$ cat src/rtl/decode_queue_if.sv
// Decode-queue bus: fetch-side instruction handshake, flush, and the decoded
// head bundle presented to execute.
interface decode_queue_if #(
  parameter int unsigned REG_AW = 4,
  parameter int unsigned DEPTH  = 2
);
  localparam int unsigned INSTR_W = 4 + 3 * REG_AW;
  localparam int unsigned IMM_W   = 2 * REG_AW;
  localparam int unsigned CNT_W   = $clog2(DEPTH + 1);

  logic               flush;
  logic               in_valid;
  logic               in_ready;
  logic [INSTR_W-1:0] instruction;
  logic               out_valid;
  logic               out_ready;
  logic [REG_AW-1:0]  rd;
  logic [REG_AW-1:0]  rs;
  logic [REG_AW-1:0]  rt;
  logic [IMM_W-1:0]   imm;
  logic [2:0]         nzp;
  logic               reg_we;
  logic               mem_re;
  logic               mem_we;
  logic               nzp_we;
  logic               alu_out_mux;
  logic               pc_mux;
  logic               ret;
  logic               barrier;
  logic               illegal;
  logic [1:0]         reg_mux;
  logic [1:0]         alu_mux;
  logic [CNT_W-1:0]   count;

  // Fetch/execute side.
  modport master (
    output flush, in_valid, instruction, out_ready,
    input  in_ready, out_valid, rd, rs, rt, imm, nzp, reg_we, mem_re, mem_we, nzp_we,
           alu_out_mux, pc_mux, ret, barrier, illegal, reg_mux, alu_mux, count
  );

  // Decode queue side.
  modport slave (
    input  flush, in_valid, instruction, out_ready,
    output in_ready, out_valid, rd, rs, rt, imm, nzp, reg_we, mem_re, mem_we, nzp_we,
           alu_out_mux, pc_mux, ret, barrier, illegal, reg_mux, alu_mux, count
  );
endinterface

$ cat src/rtl/decode_queue.sv
// Buffered instruction decoder: decodes on the way in, stores decoded bundles
// in a DEPTH-entry FIFO so fetch and execute are decoupled.
module decode_queue #(
  parameter int unsigned REG_AW = 4,
  parameter int unsigned DEPTH  = 2  // power of two, >= 2; REG_AW must be >= 3
) (
  input logic          clk,
  input logic          reset,
  decode_queue_if.slave bus
);
  localparam int unsigned INSTR_W = 4 + 3 * REG_AW;
  localparam int unsigned IMM_W   = 2 * REG_AW;
  localparam int unsigned CNT_W   = $clog2(DEPTH + 1);
  localparam int unsigned PTR_W   = $clog2(DEPTH);

  typedef struct packed {
    logic [REG_AW-1:0] rd;
    logic [REG_AW-1:0] rs;
    logic [REG_AW-1:0] rt;
    logic [IMM_W-1:0]  imm;
    logic [2:0]        nzp;
    logic              reg_we;
    logic              mem_re;
    logic              mem_we;
    logic              nzp_we;
    logic              alu_out_mux;
    logic              pc_mux;
    logic              ret;
    logic              barrier;
    logic              illegal;
    logic [1:0]        reg_mux;
    logic [1:0]        alu_mux;
  } bundle_t;

  bundle_t          mem_q [DEPTH];
  logic [PTR_W-1:0] wr_ptr_q, rd_ptr_q;
  logic [CNT_W-1:0] count_q;
  logic             push, pop;
  logic [3:0]       opcode;
  bundle_t          dec;
  bundle_t          head;

  // Handshake depends only on registered occupancy.
  assign bus.in_ready  = count_q < CNT_W'(DEPTH);
  assign bus.out_valid = count_q != '0;
  assign bus.count     = count_q;
  assign push          = bus.in_valid & bus.in_ready;
  assign pop           = bus.out_valid & bus.out_ready;
  assign opcode        = bus.instruction[INSTR_W-1 -: 4];

  // Combinational decode of the incoming instruction.
  always_comb begin
    dec     = '0;
    dec.rd  = bus.instruction[INSTR_W-5 -: REG_AW];
    dec.rs  = bus.instruction[INSTR_W-5-REG_AW -: REG_AW];
    dec.rt  = bus.instruction[REG_AW-1:0];
    dec.imm = bus.instruction[IMM_W-1:0];
    dec.nzp = dec.rd[REG_AW-1 -: 3];
    case (opcode)
      4'h0: begin end
      4'h1: dec.pc_mux = 1'b1;
      4'h2: begin
        dec.alu_out_mux = 1'b1;
        dec.nzp_we      = 1'b1;
      end
      4'h3: begin
        dec.reg_we  = 1'b1;
        dec.alu_mux = 2'b00;
      end
      4'h4: begin
        dec.reg_we  = 1'b1;
        dec.alu_mux = 2'b01;
      end
      4'h5: begin
        dec.reg_we  = 1'b1;
        dec.alu_mux = 2'b10;
      end
      4'h6: begin
        dec.reg_we  = 1'b1;
        dec.alu_mux = 2'b11;
      end
      4'h7: begin
        dec.reg_we  = 1'b1;
        dec.reg_mux = 2'b01;
        dec.mem_re  = 1'b1;
      end
      4'h8: dec.mem_we = 1'b1;
      4'h9: begin
        dec.reg_we  = 1'b1;
        dec.reg_mux = 2'b10;
      end
      4'hA: dec.barrier = 1'b1;
      4'hF: dec.ret     = 1'b1;
      // B-E are unassigned: flagged, but still queued in order.
      default: dec.illegal = 1'b1;
    endcase
  end

  // Bundle storage; contents need no reset because outputs are masked when empty.
  always_ff @(posedge clk) begin
    if (push) begin
      mem_q[wr_ptr_q] <= dec;
    end
  end

  // Pointers and occupancy; reset and flush both empty the queue.
  always_ff @(posedge clk) begin
    if (reset || bus.flush) begin
      wr_ptr_q <= '0;
      rd_ptr_q <= '0;
      count_q  <= '0;
    end else begin
      if (push) wr_ptr_q <= wr_ptr_q + PTR_W'(1);
      if (pop)  rd_ptr_q <= rd_ptr_q + PTR_W'(1);
      case ({push, pop})
        2'b10:   count_q <= count_q + CNT_W'(1);
        2'b01:   count_q <= count_q - CNT_W'(1);
        default: count_q <= count_q;
      endcase
    end
  end

  // Head bundle, forced to zero when empty so an ungated consumer issues nothing.
  always_comb begin
    head = '0;
    if (bus.out_valid) head = mem_q[rd_ptr_q];
  end

  assign bus.rd          = head.rd;
  assign bus.rs          = head.rs;
  assign bus.rt          = head.rt;
  assign bus.imm         = head.imm;
  assign bus.nzp         = head.nzp;
  assign bus.reg_we      = head.reg_we;
  assign bus.mem_re      = head.mem_re;
  assign bus.mem_we      = head.mem_we;
  assign bus.nzp_we      = head.nzp_we;
  assign bus.alu_out_mux = head.alu_out_mux;
  assign bus.pc_mux      = head.pc_mux;
  assign bus.ret         = head.ret;
  assign bus.barrier     = head.barrier;
  assign bus.illegal     = head.illegal;
  assign bus.reg_mux     = head.reg_mux;
  assign bus.alu_mux     = head.alu_mux;
endmodule
$ cat src/flat_wrapper.sv
// flat-port wrapper written by rule: the top's interface ports become plain ports
module decode_queue_flat 
#(
  parameter int unsigned REG_AW = 4,
  parameter int unsigned DEPTH  = 2                                            
)
  (clk, reset, bus_flush, bus_in_valid, bus_instruction, bus_out_ready, bus_in_ready, bus_out_valid, bus_rd, bus_rs, bus_rt, bus_imm, bus_nzp, bus_reg_we, bus_mem_re, bus_mem_we, bus_nzp_we, bus_alu_out_mux, bus_pc_mux, bus_ret, bus_barrier, bus_illegal, bus_reg_mux, bus_alu_mux, bus_count);
  decode_queue_if #(.REG_AW(REG_AW), .DEPTH(DEPTH)) bus_i ();
  input logic clk;
  input logic reset;
  input wire logic [$bits(bus_i.flush)-1:0] bus_flush;
  input wire logic [$bits(bus_i.in_valid)-1:0] bus_in_valid;
  input wire logic [$bits(bus_i.instruction)-1:0] bus_instruction;
  input wire logic [$bits(bus_i.out_ready)-1:0] bus_out_ready;
  output wire logic [$bits(bus_i.in_ready)-1:0] bus_in_ready;
  output wire logic [$bits(bus_i.out_valid)-1:0] bus_out_valid;
  output wire logic [$bits(bus_i.rd)-1:0] bus_rd;
  output wire logic [$bits(bus_i.rs)-1:0] bus_rs;
  output wire logic [$bits(bus_i.rt)-1:0] bus_rt;
  output wire logic [$bits(bus_i.imm)-1:0] bus_imm;
  output wire logic [$bits(bus_i.nzp)-1:0] bus_nzp;
  output wire logic [$bits(bus_i.reg_we)-1:0] bus_reg_we;
  output wire logic [$bits(bus_i.mem_re)-1:0] bus_mem_re;
  output wire logic [$bits(bus_i.mem_we)-1:0] bus_mem_we;
  output wire logic [$bits(bus_i.nzp_we)-1:0] bus_nzp_we;
  output wire logic [$bits(bus_i.alu_out_mux)-1:0] bus_alu_out_mux;
  output wire logic [$bits(bus_i.pc_mux)-1:0] bus_pc_mux;
  output wire logic [$bits(bus_i.ret)-1:0] bus_ret;
  output wire logic [$bits(bus_i.barrier)-1:0] bus_barrier;
  output wire logic [$bits(bus_i.illegal)-1:0] bus_illegal;
  output wire logic [$bits(bus_i.reg_mux)-1:0] bus_reg_mux;
  output wire logic [$bits(bus_i.alu_mux)-1:0] bus_alu_mux;
  output wire logic [$bits(bus_i.count)-1:0] bus_count;
  assign bus_i.flush = bus_flush;
  assign bus_i.in_valid = bus_in_valid;
  assign bus_i.instruction = bus_instruction;
  assign bus_i.out_ready = bus_out_ready;
  assign bus_in_ready = bus_i.in_ready;
  assign bus_out_valid = bus_i.out_valid;
  assign bus_rd = bus_i.rd;
  assign bus_rs = bus_i.rs;
  assign bus_rt = bus_i.rt;
  assign bus_imm = bus_i.imm;
  assign bus_nzp = bus_i.nzp;
  assign bus_reg_we = bus_i.reg_we;
  assign bus_mem_re = bus_i.mem_re;
  assign bus_mem_we = bus_i.mem_we;
  assign bus_nzp_we = bus_i.nzp_we;
  assign bus_alu_out_mux = bus_i.alu_out_mux;
  assign bus_pc_mux = bus_i.pc_mux;
  assign bus_ret = bus_i.ret;
  assign bus_barrier = bus_i.barrier;
  assign bus_illegal = bus_i.illegal;
  assign bus_reg_mux = bus_i.reg_mux;
  assign bus_alu_mux = bus_i.alu_mux;
  assign bus_count = bus_i.count;
  decode_queue #(.REG_AW(REG_AW), .DEPTH(DEPTH)) u_core (.clk(clk), .reset(reset), .bus(bus_i));
endmodule
$ cat config.mk
export PLATFORM = sky130hd
export DESIGN_NAME = decode_queue_flat
export DESIGN_NICKNAME = d
export VERILOG_FILES = /design/src/rtl/decode_queue_if.sv /design/src/rtl/decode_queue.sv /design/src/flat_wrapper.sv
export SDC_FILE = /design/constraint.sdc
export NUM_CORES = 1
export LEC_CHECK = 0
export BUFFER_PORTS_ARGS = -buffer_cell sky130_fd_sc_hd__buf_2
export CAP_MARGIN = 5
export CORE_UTILIZATION = 45
export DETAILED_ROUTE_END_ITERATION = 10
export PLACE_DENSITY_LB_ADDON = 0.1
export SYNTH_ARGS = -nofsm -noshare
export SYNTH_HDL_FRONTEND = slang
export SYNTH_SLANG_ARGS = --single-unit
$ cat constraint.sdc
create_clock -name clk -period 2.65 [get_ports clk]
set_input_delay 0.53 -clock clk [delete_from_list [all_inputs] [get_ports clk]]
set_output_delay 0.53 -clock clk [all_outputs]
set_load 0.03 [all_outputs]
# == After elaboration in Yosys (flattened, before gate mapping) ==
# Memory sizes are Yosys's and may differ from the RTL's. A register that Yosys moved wholly into a read port is not among the register bits.
# Index checks and enable logic that the tools add are counted.
# word_totals
mem_bits_rw,72
wordCells,46
romBits,0
reg_bits,4
latch_bits,0
input_bits,21
memories,1
# op_classes
muxes,16
shift,0
n_lt_le_gt_ge,1
n_div,0
bitwise,2
reduce_logical,6
multipliers,0
eq_ne,13
add_sub_neg,4
# memory_table
memory,depth,width,rd,rd_clocked_by_memory_dff,wr,line_no,source
u_core.mem_q,2,36,1,1,1,decode_queue.sv:35,bundle_t mem_q [DEPTH];
# op_table
op,n
2-to-1 mux 36 bit,1
equality test 4 x 3 -> 1 bit (second input constant),4
equality test 4 bit (second input constant),4
OR reduction 12 bit,1
2-to-1 mux 1 bit,11
equality test 4 x 2 -> 1 bit (second input constant),2
one-hot mux 2 bit (2 select lines),2
one-hot mux 2 bit (3 select lines),1
OR reduction 6 bit,1
equality test 4 x 1 -> 1 bit (second input constant),1
logical NOT 4 bit,1
nonzero test 2 bit,2
adder 1 bit (second input constant),2
adder 2 x 1 -> 2 bit (second input constant),1
bitwise AND 1 bit,2
equality test 2 x 1 -> 1 bit (second input constant),1
equality test 2 bit (second input constant),1
< comparator 2 bit (second input constant),1
2-to-1 mux 2 bit,1
subtractor 2 x 1 -> 2 bit (second input constant),1
logical OR 1 bit,1

# == Logic depth before layout (Yosys ltp) ==
# Gate-level depths: netlist of run 1.
# logic_depth
depth_word,4
ltp_mapped,6
depth_no_buf,6

# == Worst setup path before layout of run 1 ==
# No wires, ideal clock.
# synth_timing
path_type,register -> output
start,reg u_core.count_q[0] (netlist: u_core.bus.count[0])
end,out bus_rd[2]
arrival_ps,1685
path_stages_with_launch,5
required_ps,2120
path_buffers,2
slack_ps,435
cell_sequence,dfxtp_1 > nor2_1 > clkbuf_1 > nor2_1 > buf_4
# synth_via
elab_chain_cells,2
# synth_rtl
element,line_no,source
from (decl),decode_queue.sv:37,logic [CNT_W-1:0] count_q;
from (signal assigned),decode_queue.sv:116,2'b10: count_q <= count_q + CNT_W'(1);
from (signal assigned),decode_queue.sv:117,2'b01: count_q <= count_q - CNT_W'(1);
from (signal assigned),decode_queue.sv:118,default: count_q <= count_q;
nonzero test 2 bit,decode_queue.sv:45,assign bus.out_valid = count_q != '0;
2-to-1 mux 36 bit,decode_queue.sv:126,if (bus.out_valid) head = mem_q[rd_ptr_q];
to (decl),flat_wrapper.sv:17,output wire logic [$bits(bus_i.rd)-1:0] bus_rd;
# Every way passes these cells.

==> impl_metrics.csv, run 1 <==
group,metric,value,unit
outcome,outcome,"finished with violations",
outcome,violations,"design-rule violations",
setup_path,r2r_start,"u_core.bus.count[1]$_SDFFE_PP0P_",
route,wl,3750,um
synth,ys.flop_type,"edfxtp_1",
floorplanning,fp.dieW,70.9,um
final_layout,regArea,1480,um^2
clock_tree,clk_pin_slew,0.08,ns
synth,yosys-top-cells-count,"edfxtp_1 (46), nor2_1 (30), mux2i_1 (23)",
pwr,power,1.56,mW
final_layout,drive_gt1_share,34.3,%
synth,synth_simple_gate_area_share,9.61,%
global_routing,grt_pass1_wl,6070,um
synth,synth_top_area_share,64.7,%
clock_tree,numCtsBuffers,5,
route,drtIter0Drc,71,
hold_path,min_path_type,"in2reg",
synth,ys_ff_latch,51,
timing,fin_worst_skew,0.00493,ns
synth,synthCells,153,
timing,period_share,79.9,%
synth,synthXorXnorAreaFrac,2.05,%
synth,synth-compound-area-share,1.46,%
timing,fmax,472,MHz
setup_path,worstPathArrival,1.59,ns
timing,drv_slew,0,
route,num_vias,1305,
placed_design,portBuffers,60,
setup_path,crit_required,2.12,ns
synth,syn_avg_cell_area,14.0,um^2
timing,setup_viol,0,
global_routing,grt_start_max_net_pins,25,
final_layout,area.growth.synth_to_final,17.5,%
setup_path,criticalPathCategory,"reg2out",
route,wl_per_cell,14.5,um
synth,seq_area_frac_synth,69.4,%
global_routing,first_global_vias,1295,
setup_path,r2r_slack,0.82,ns
route,drt-vias-per-instance,5.04,
setup_path,endpoint_kind,"primary output",
route,drc,10,
timing,fin_crit,2.12,ns
clock_tree,post-cts-setup-buffer-count,0,
floorplanning,die_y,70.9,um
setup_path,worstSetupStartpointType,"register",
clock_tree,cts_root_buf,"clkbuf_8",
final_layout,design_area,2510,um^2
final_layout,multi_input_area,528,um^2
synth,synth_fa_ha_area_share,0.586,%
setup_path,r2r-end,"u_core.bus.count[1]$_SDFFE_PP0P_",
final_layout,fillerInstances,404,
synth,ys_warn_count,0,
synth,yosysUniqueCellTypes,21,
global_routing,antenna_found_initial,0,
placed_design,placed_area,2430,um^2
timing,slew_headroom,71.8,%
synth,synth_top_family_by_area,"multiplexers",
synth,synth_nets,175,
synth,synth-edff-count,46,
global_routing,groute.usage.overall,16.2,%
pwr,power_density,620,nW/um^2
pwr,p_leak,1.01,nW
final_layout,fin_cells,259,
route,drtPass1Iterations,7,
synth,synth_mux_area_share,10.8,%
route,ant_nets,0,
synth,ys_top_cells_by_area,"edfxtp_1 (65%), mux2i_1 (11%), nor2_1 (5.3%), dfxtp_1 (4.7%), buf_4 (4.6%)",
synth,yosysMostFrequentCell,"edfxtp_1",
job,cap_violations,0,
timing,fin_setup_tns,0,ns
clock_tree,htree_levels,2,
floorplanning,pin_count,61,
floorplanning,initial_utilization,48.1,%
clock_tree,cts_tree,"built",
clock_tree,clkSinkCount,51,
pwr,vdd_drop_max,321,uV
clock_tree,clockBufferDepth,2,
timing,final_hold_viol_count,0,
synth,netlist_area,2140,um^2
timing,rsz0062_at_grt,"no",
setup_path,reg2regPathDepth,5,
setup_path,cp-endpoint,"bus_imm[4]",
floorplanning,rows,24,
clock_tree,clock_latency,0.29,ns
floorplanning,design.core.area,4440,um^2
clock_tree,cts.repair.resized,0,
synth,async_flop_share,0,%
global_routing,grt_remaining_overflow,0,
timing,tightest_slew,0.422,ns
final_layout,diodes,0,
final_layout,layout.nets,228,
placed_design,dp.cells,251,
placed_design,dp_hpwl,2630,um
synth,yosysTopAreaCell,"edfxtp_1",
floorplanning,dieArea,5030,um^2
placed_design,place.gp.congestion,0.779,
setup_path,worst-path-max-fanout,17,
clock_tree,postCtsHoldBufs,0,
[placed cells by master, fill, tap and decap left out, drive strengths merged, types with 3 or more instances in the layout]
master | synthesis | routed
buf | 16 | 64
edfxtp | 46 | 46
nor2 | 30 | 30
mux2i | 23 | 23
nor3 | 7 | 7
clkbuf | 2 | 6
nand2b | 5 | 5
dfxtp | 5 | 5
inv | 3 | 3
xor2 | 3 | 3
[flip-flops by register name, summed over array words and instances, names as in the netlist, named ones only]
signal            flops
u_core.mem_q         46
u_core.bus.count      2
u_core.rd_ptr_q       1
u_core.wr_ptr_q       1
[cell families after synthesis]
kind of cell,Yosys count
flops,51
buf+inv,21
compound gates,5
fa+ha+maj,1
mux,23
simple gates,47
xor+xnor,5
[stage by stage]
stage          utilization, %  setup slack [ns]  hold WS (ns)
6_report                 56.4             0.532         0.419
5_1_grt                  56.4             0.444         0.407
4_1_cts                  56.4             0.498         0.409
3_5_place_dp             54.6             0.734         0.579
3_3_place_gp             54.6             0.835         0.538
2_1_floorplan               -             0.435         0.520
[per-layer routing]
metal,vias up,wire [um],part of all wire [%],track usage (%)
met5,-,0,0,0
met4,0,60,1.6,6.44
met3,6,234,6.2,5.27
met2,42,1850,49,27.8
met1,623,1600,43,18.9
li1,634,-,-,-
[final cells by class]
cell class	instances	share of cell area, %
repair buffers	64	13.7
inverters	3	0.449
well taps	52	2.59
flip-flops and latches	51	59.1
clock buffers	6	2.89
clock inverters	2	0.299
multi-input cells	81	21.0
[where the power goes]
group	switching, mW	internal, mW
logic	0.152	0.0677
registers	0.0127	0.916
clock network	0.227	0.180
[worst max-delay path, stage by stage, from the launching register on]
cell	delay, ns
dfxtp_1	0.58
buf_12	0.23
mux2i_1	0.21
nor2_1	0.07
buf_2	0.19
[worst min path at each step]
stage | start | endpoint | slack (ns) | cells past startpoint
2_1_floorplan | u_core.rd_ptr_q$_SDFFE_PP0P_ | register | 0.52 | 2
3_3_place_gp | u_core.rd_ptr_q$_SDFFE_PP0P_ | u_core.rd_ptr_q$_SDFFE_PP0P_ | 0.54 | 2
3_5_place_dp | u_core.bus.count[1]$_SDFFE_PP0P_ | u_core.bus.count[1]$_SDFFE_PP0P_ | 0.58 | 2
4_1_cts | bus_instruction[9] | u_core.mem_q[1][33]$_DFFE_PP_ | 0.41 | 1
5_1_grt | bus_instruction[1] | u_core.mem_q[0][25]$_DFFE_PP_ | 0.41 | 1
6_report | bus_instruction[1] | u_core.mem_q[0][25]$_DFFE_PP_ | 0.42 | 1
Note: power is estimated with default switching activity, not from simulation.
==> run 2: changes to the inputs <==
==> constraint.sdc (replaced) <==
create_clock -name clk -period 1.9 [get_ports clk]
set_input_delay 0.38 -clock clk [delete_from_list [all_inputs] [get_ports clk]]
set_output_delay 0.38 -clock clk [all_outputs]
set_load 0.03 [all_outputs]
==> run 2 against run 1 <==
The run still ends with design-rule violations left. Core utilization is 0.96 points higher. Routed wire length is 3.8% lower. Via count is 1.3% lower. Clock skew is 0.00087 ns lower. Sequential share of layout area is 0.98 points lower. Register-to-register slack worse by 0.64 ns. Largest cell class unchanged. Largest power group unchanged.
==> impl_metrics.csv, run 2 (synthesized netlist as in run 1, its figures left out) <==
group,metric,value,unit
job,cap_violations,0,
timing,tightest_slew,0.315,ns
timing,slew_headroom,78.8,%
final_layout,most-common-layout-cells,"buf_2 (60), edfxtp_1 (46), nor2_1 (24)",
route,wl,3600,um
final_layout,fin_cells,259,
setup_path,worstPathArrival,1.40,ns
floorplanning,die_y,70.9,um
clock_tree,clock_latency,0.29,ns
placed_design,dp.cells,251,
setup_path,worst-path-max-fanout,23,
timing,final_hold_viol_count,0,
route,drt-vias-per-instance,4.97,
global_routing,first_global_vias,1357,
global_routing,groute.usage.overall,15.8,%
final_layout,area.growth.synth_to_final,19.4,%
timing,fin_worst_skew,0.00406,ns
placed_design,place.gp.congestion,0.863,
hold_path,holdPathStages,1,
final_layout,largest_reg_flops,46,
setup_path,crit_required,1.52,ns
clock_tree,post-cts-setup-buffer-count,0,
final_layout,largest_register,"u_core.mem_q",
route,drtIter0Drc,77,
setup_path,criticalPathCategory,"reg2out",
setup_path,reg2regPathDepth,5,
floorplanning,design.core.area,4440,um^2
final_layout,drive_gt1_share,37.2,%
floorplanning,initial_utilization,48.1,%
final_layout,layout.nets,228,
floorplanning,rows,24,
clock_tree,cts_root_buf,"clkbuf_8",
global_routing,grt_remaining_overflow,0,
route,ant_nets,0,
pwr,p_leak,1.02,nW
setup_path,r2r-end,"u_core.bus.count[1]$_SDFFE_PP0P_",
floorplanning,pin_count,61,
pwr,power_density,862,nW/um^2
setup_path,endpoint_kind,"primary output",
clock_tree,clk_pin_slew,0.09,ns
outcome,violations,"design-rule violations",
floorplanning,fp.dieW,70.9,um
final_layout,diodes,0,
pwr,vdd_drop_max,582,uV
timing,fin_ws,0.121,ns
setup_path,r2r_slack,0.18,ns
placed_design,post-place-ws,0.0941,ns
route,drc,12,
timing,timing.hold.ws,0.272,ns
placed_design,portBuffers,60,
timing,drv_slew,0,
timing,fmax,562,MHz
hold_path,holdPathEnd,"u_core.mem_q[1][28]$_DFFE_PP_",
clock_tree,clkSinkCount,51,
clock_tree,postCtsHoldBufs,0,
clock_tree,cts_tree,"built",
global_routing,grt_start_max_net_pins,25,
route,wl_per_cell,13.9,um
global_routing,grt_pass1_wl,6040,um
outcome,outcome,"finished with violations",
placed_design,dp_hpwl,2450,um
route,num_vias,1288,
setup_path,r2r_start,"u_core.bus.count[0]$_SDFFE_PP0P_",
global_routing,antenna_found_initial,0,
clock_tree,cts.repair.resized,0,
timing,fin_crit,1.78,ns
floorplanning,dieArea,5030,um^2
timing,setup_viol,0,
setup_path,worstSetupStartpointType,"register",
hold_path,min_from,"bus_instruction[4]",
route,drtPass1Iterations,7,
timing,period_share,93.6,%
clock_tree,htree_levels,2,
clock_tree,clockBufferDepth,2,
timing,rsz0062_at_grt,"no",
final_layout,final_common_cell,"buf_2",
final_layout,fillerInstances,385,
hold_path,min_path_type,"in2reg",
clock_tree,numCtsBuffers,5,
[run 2: per-stage QoR]
stage	total power [mW]	instance area (um^2)	setup TNS, ns	util [%]
global placement	1.63	2470	0	55.5
CTS	2.23	2550	0	57.4
global route	2.30	2550	0	57.4
finish	2.20	2550	0	57.4
floorplan	1.55	2160	-0.975	-
detailed placement	1.64	2470	0	55.5
[run 2: worst max-delay path by stage]
stage	endpoint	depth (start not counted)	from
after floorplan	bus_nzp_we	4	u_core.bus.count[0]$_SDFFE_PP0P_
after global placement	u_core.bus.count[1]$_SDFFE_PP0P_	5	u_core.bus.count[0]$_SDFFE_PP0P_
final	bus_rt[3]	4	register
after detailed placement	u_core.bus.count[1]$_SDFFE_PP0P_	5	u_core.bus.count[0]$_SDFFE_PP0P_
after global routing	bus_rt[3]	4	register
after CTS	u_core.bus.count[1]$_SDFFE_PP0P_	5	u_core.bus.count[0]$_SDFFE_PP0P_
[run 2: worst max-delay path: stages, from the launching register on]
cell	delay, ns
dfxtp_1	0.36
buf_12	0.21
mux2i_1	0.30
nor2_4	0.04
buf_2	0.17
[run 2: final cells by class]
| type | instances | area [um^2] | share of cell area (%) |
|---|---|---|---|
| well taps | 52 | 65.1 | 2.55 |
| inverters | 3 | 11.3 | 0.441 |
| clock buffers | 6 | 72.6 | 2.84 |
| clock inverters | 2 | 12.5 | 0.490 |
| flip-flops and latches | 51 | 1480 | 58.1 |
| repair buffers | 64 | 355 | 13.9 |
| multi-input cells | 81 | 553 | 21.7 |
[run 2: report_power, final]
part	switching (mW)	total [mW]	internal, mW	leakage [nW]
clock	0.327	0.584	0.258	0.0412
sequential	0.0160	1.29	1.28	0.486
combinational	0.219	0.322	0.103	0.492
total	0.561	2.20	1.64	1.02
[run 2: layer usage]
layer	GRT usage, %	vias to the layer above	wire length [um]
li1	-	635	-
met1	16.3	613	1460
met2	30.3	38	1960
met3	4.99	2	161
met4	4.44	0	20
met5	0	-	0
==> run 3: changes to the inputs <==
--- a/config.mk
+++ b/config.mk
@@ -7,7 +7,10 @@
 export LEC_CHECK = 0
 export BUFFER_PORTS_ARGS = -buffer_cell sky130_fd_sc_hd__buf_2
 export CAP_MARGIN = 5
-export CORE_UTILIZATION = 45
+export CELL_PAD_IN_SITES_DETAIL_PLACEMENT = 2
+export CELL_PAD_IN_SITES_GLOBAL_PLACEMENT = 2
+export CORE_MARGIN = 5
+export CORE_UTILIZATION = 30
 export DETAILED_ROUTE_END_ITERATION = 10
 export PLACE_DENSITY_LB_ADDON = 0.1
 export SYNTH_ARGS = -nofsm -noshare
==> run 3 against run 2 <==
The run now ends clean. Fmax decreased by 1.4%. Combinational power increased by 3%. Critical endpoint is now bus_nzp[2]. Clock-buffer cell count increased by 1. Register-to-register slack got worse by 0.04 ns. Worst setup slack got worse by 0.025 ns. Global-route usage decreased by 4.7 points. Final cell count increased by 17%. Clock power increased by 24%. Non-clock buffer count unchanged.
==> impl_metrics.csv, run 3 (synthesized netlist as in run 1, its figures left out) <==
group,metric,value,unit
floorplanning,die_y,94.4,um
clock_tree,clkSinkCount,51,
timing,fin_worst_skew,0.00532,ns
clock_tree,cts_root_buf,"clkbuf_8",
pwr,power_density,895,nW/um^2
final_layout,layout.nets,228,
floorplanning,initial_utilization,31.1,%
pwr,power,2.35,mW
setup_path,worstSetupStartpointType,"register",
setup_path,endpoint_kind,"primary output",
timing,fin_crit,1.80,ns
placed_design,dp_hpwl,3370,um
timing,fin_setup_tns,0,ns
global_routing,grt_remaining_overflow,0,
timing,period_share,94.9,%
placed_design,placed_area,2520,um^2
route,wl,4700,um
timing,slew_headroom,77.0,%
timing,fmax,554,MHz
clock_tree,clock_latency,0.30,ns
final_layout,largest_register,"u_core.mem_q",
clock_tree,numCtsBuffers,5,
setup_path,crit_required,1.52,ns
global_routing,grt_start_max_net_pins,25,
global_routing,groute.usage.overall,11.1,%
clock_tree,clk_pin_slew,0.09,ns
timing,drv_slew,0,
placed_design,dp.cells,295,
pwr,p_leak,1.03,nW
route,drtPass1Iterations,4,
timing,timing.hold.ws,0.271,ns
global_routing,grt_pass1_wl,7450,um
placed_design,portBuffers,60,
final_layout,area.growth.synth_to_final,23.1,%
route,num_vias,1326,
global_routing,antenna_found_initial,0,
route,wl_per_cell,15.5,um
route,ant_nets,0,
hold_path,min_from,"bus_instruction[1]",
global_routing,first_global_vias,1495,
final_layout,most-common-layout-cells,"buf_2 (60), edfxtp_1 (46), nor2_1 (24)",
timing,final_hold_viol_count,0,
floorplanning,dieArea,8910,um^2
final_layout,fin_cells,303,
floorplanning,rows,30,
route,drtIter0Drc,45,
setup_path,criticalPathCategory,"reg2out",
setup_path,r2r_start,"u_core.bus.count[0]$_SDFFE_PP0P_",
route,drc,0,
final_layout,design_area,2630,um^2
job,cap_violations,0,
clock_tree,htree_levels,2,
floorplanning,pin_count,61,
hold_path,min_path_type,"in2reg",
clock_tree,cts_tree,"built",
setup_path,worstPathArrival,1.42,ns
final_layout,drive_gt1_share,37.2,%
outcome,outcome,"completed",
final_layout,diodes,0,
route,drt-vias-per-instance,4.38,
floorplanning,design.core.area,6870,um^2
final_layout,final_common_cell,"buf_2",
clock_tree,clockBufferDepth,2,
floorplanning,fp.dieW,94.4,um
placed_design,place.gp.congestion,0.807,
pwr,vdd_drop_max,394,uV
timing,tightest_slew,0.345,ns
final_layout,largest_reg_flops,46,
timing,setup_viol,0,
timing,rsz0062_at_grt,"yes",
setup_path,worst-path-max-fanout,23,
clock_tree,postCtsHoldBufs,0,
## run 3: layer usage
metal	vias up	wire (um)	track usage, %
met5	-	0	0
met4	0	59	3.61
met3	6	284	3.19
met2	37	2530	20.4
met1	647	1820	12.1
li1	636	-	-
## run 3: final cells by class
type                            count  area [um^2]
Fill cell                         739         4240
Sequential cell                    51         1480
Multi-Input combinational cell     81          553
Timing Repair Buffer               64          355
Tap cell                           96          120
Clock buffer                        7         76.3
Clock inverter                      1         30.0
Inverter                            3         11.3
## run 3: final timing paths
check,endpoint,slack [ns],cells past startpoint
max,bus_nzp[2],0.1,4
min,u_core.mem_q[0][25]$_DFFE_PP_,0.27,1
max reg2reg,u_core.bus.count[1]$_SDFFE_PP0P_,0.14,5
min reg2reg,u_core.bus.count[1]$_SDFFE_PP0P_,0.56,2
## run 3: through the flow
| stage | util (%) | setup WS [ns] |
|---|---|---|
| 6_report | 38.3 | 0.0962 |
| 4_1_cts | 38.3 | 0.00493 |
| 3_3_place_gp | 36.7 | 0.236 |
| 3_5_place_dp | 36.7 | 0.00178 |
| 2_1_floorplan | - | -0.164 |
| 5_1_grt | 38.3 | -0.00535 |
## run 3: worst max-delay path: stages, from the launching register on
cell	delay [ns]
dfxtp_1	0.36
buf_12	0.21
mux2i_1	0.32
nor2_4	0.05
buf_2	0.18
## run 3: report_power, final
group,switching (mW),total (mW),internal (mW)
Combinational,0.230,0.333,0.103
Sequential,0.0167,1.29,1.28
Clock,0.331,0.725,0.394
Total,0.578,2.35,1.77
## run 3: what timing repair did
action | in CTS | in global routing
buffers inserted | 0 | 0
endpoints found under the setup margin | 0 | 3
resized for setup | 0 | 2
hold endpoints to repair | 0 | 0
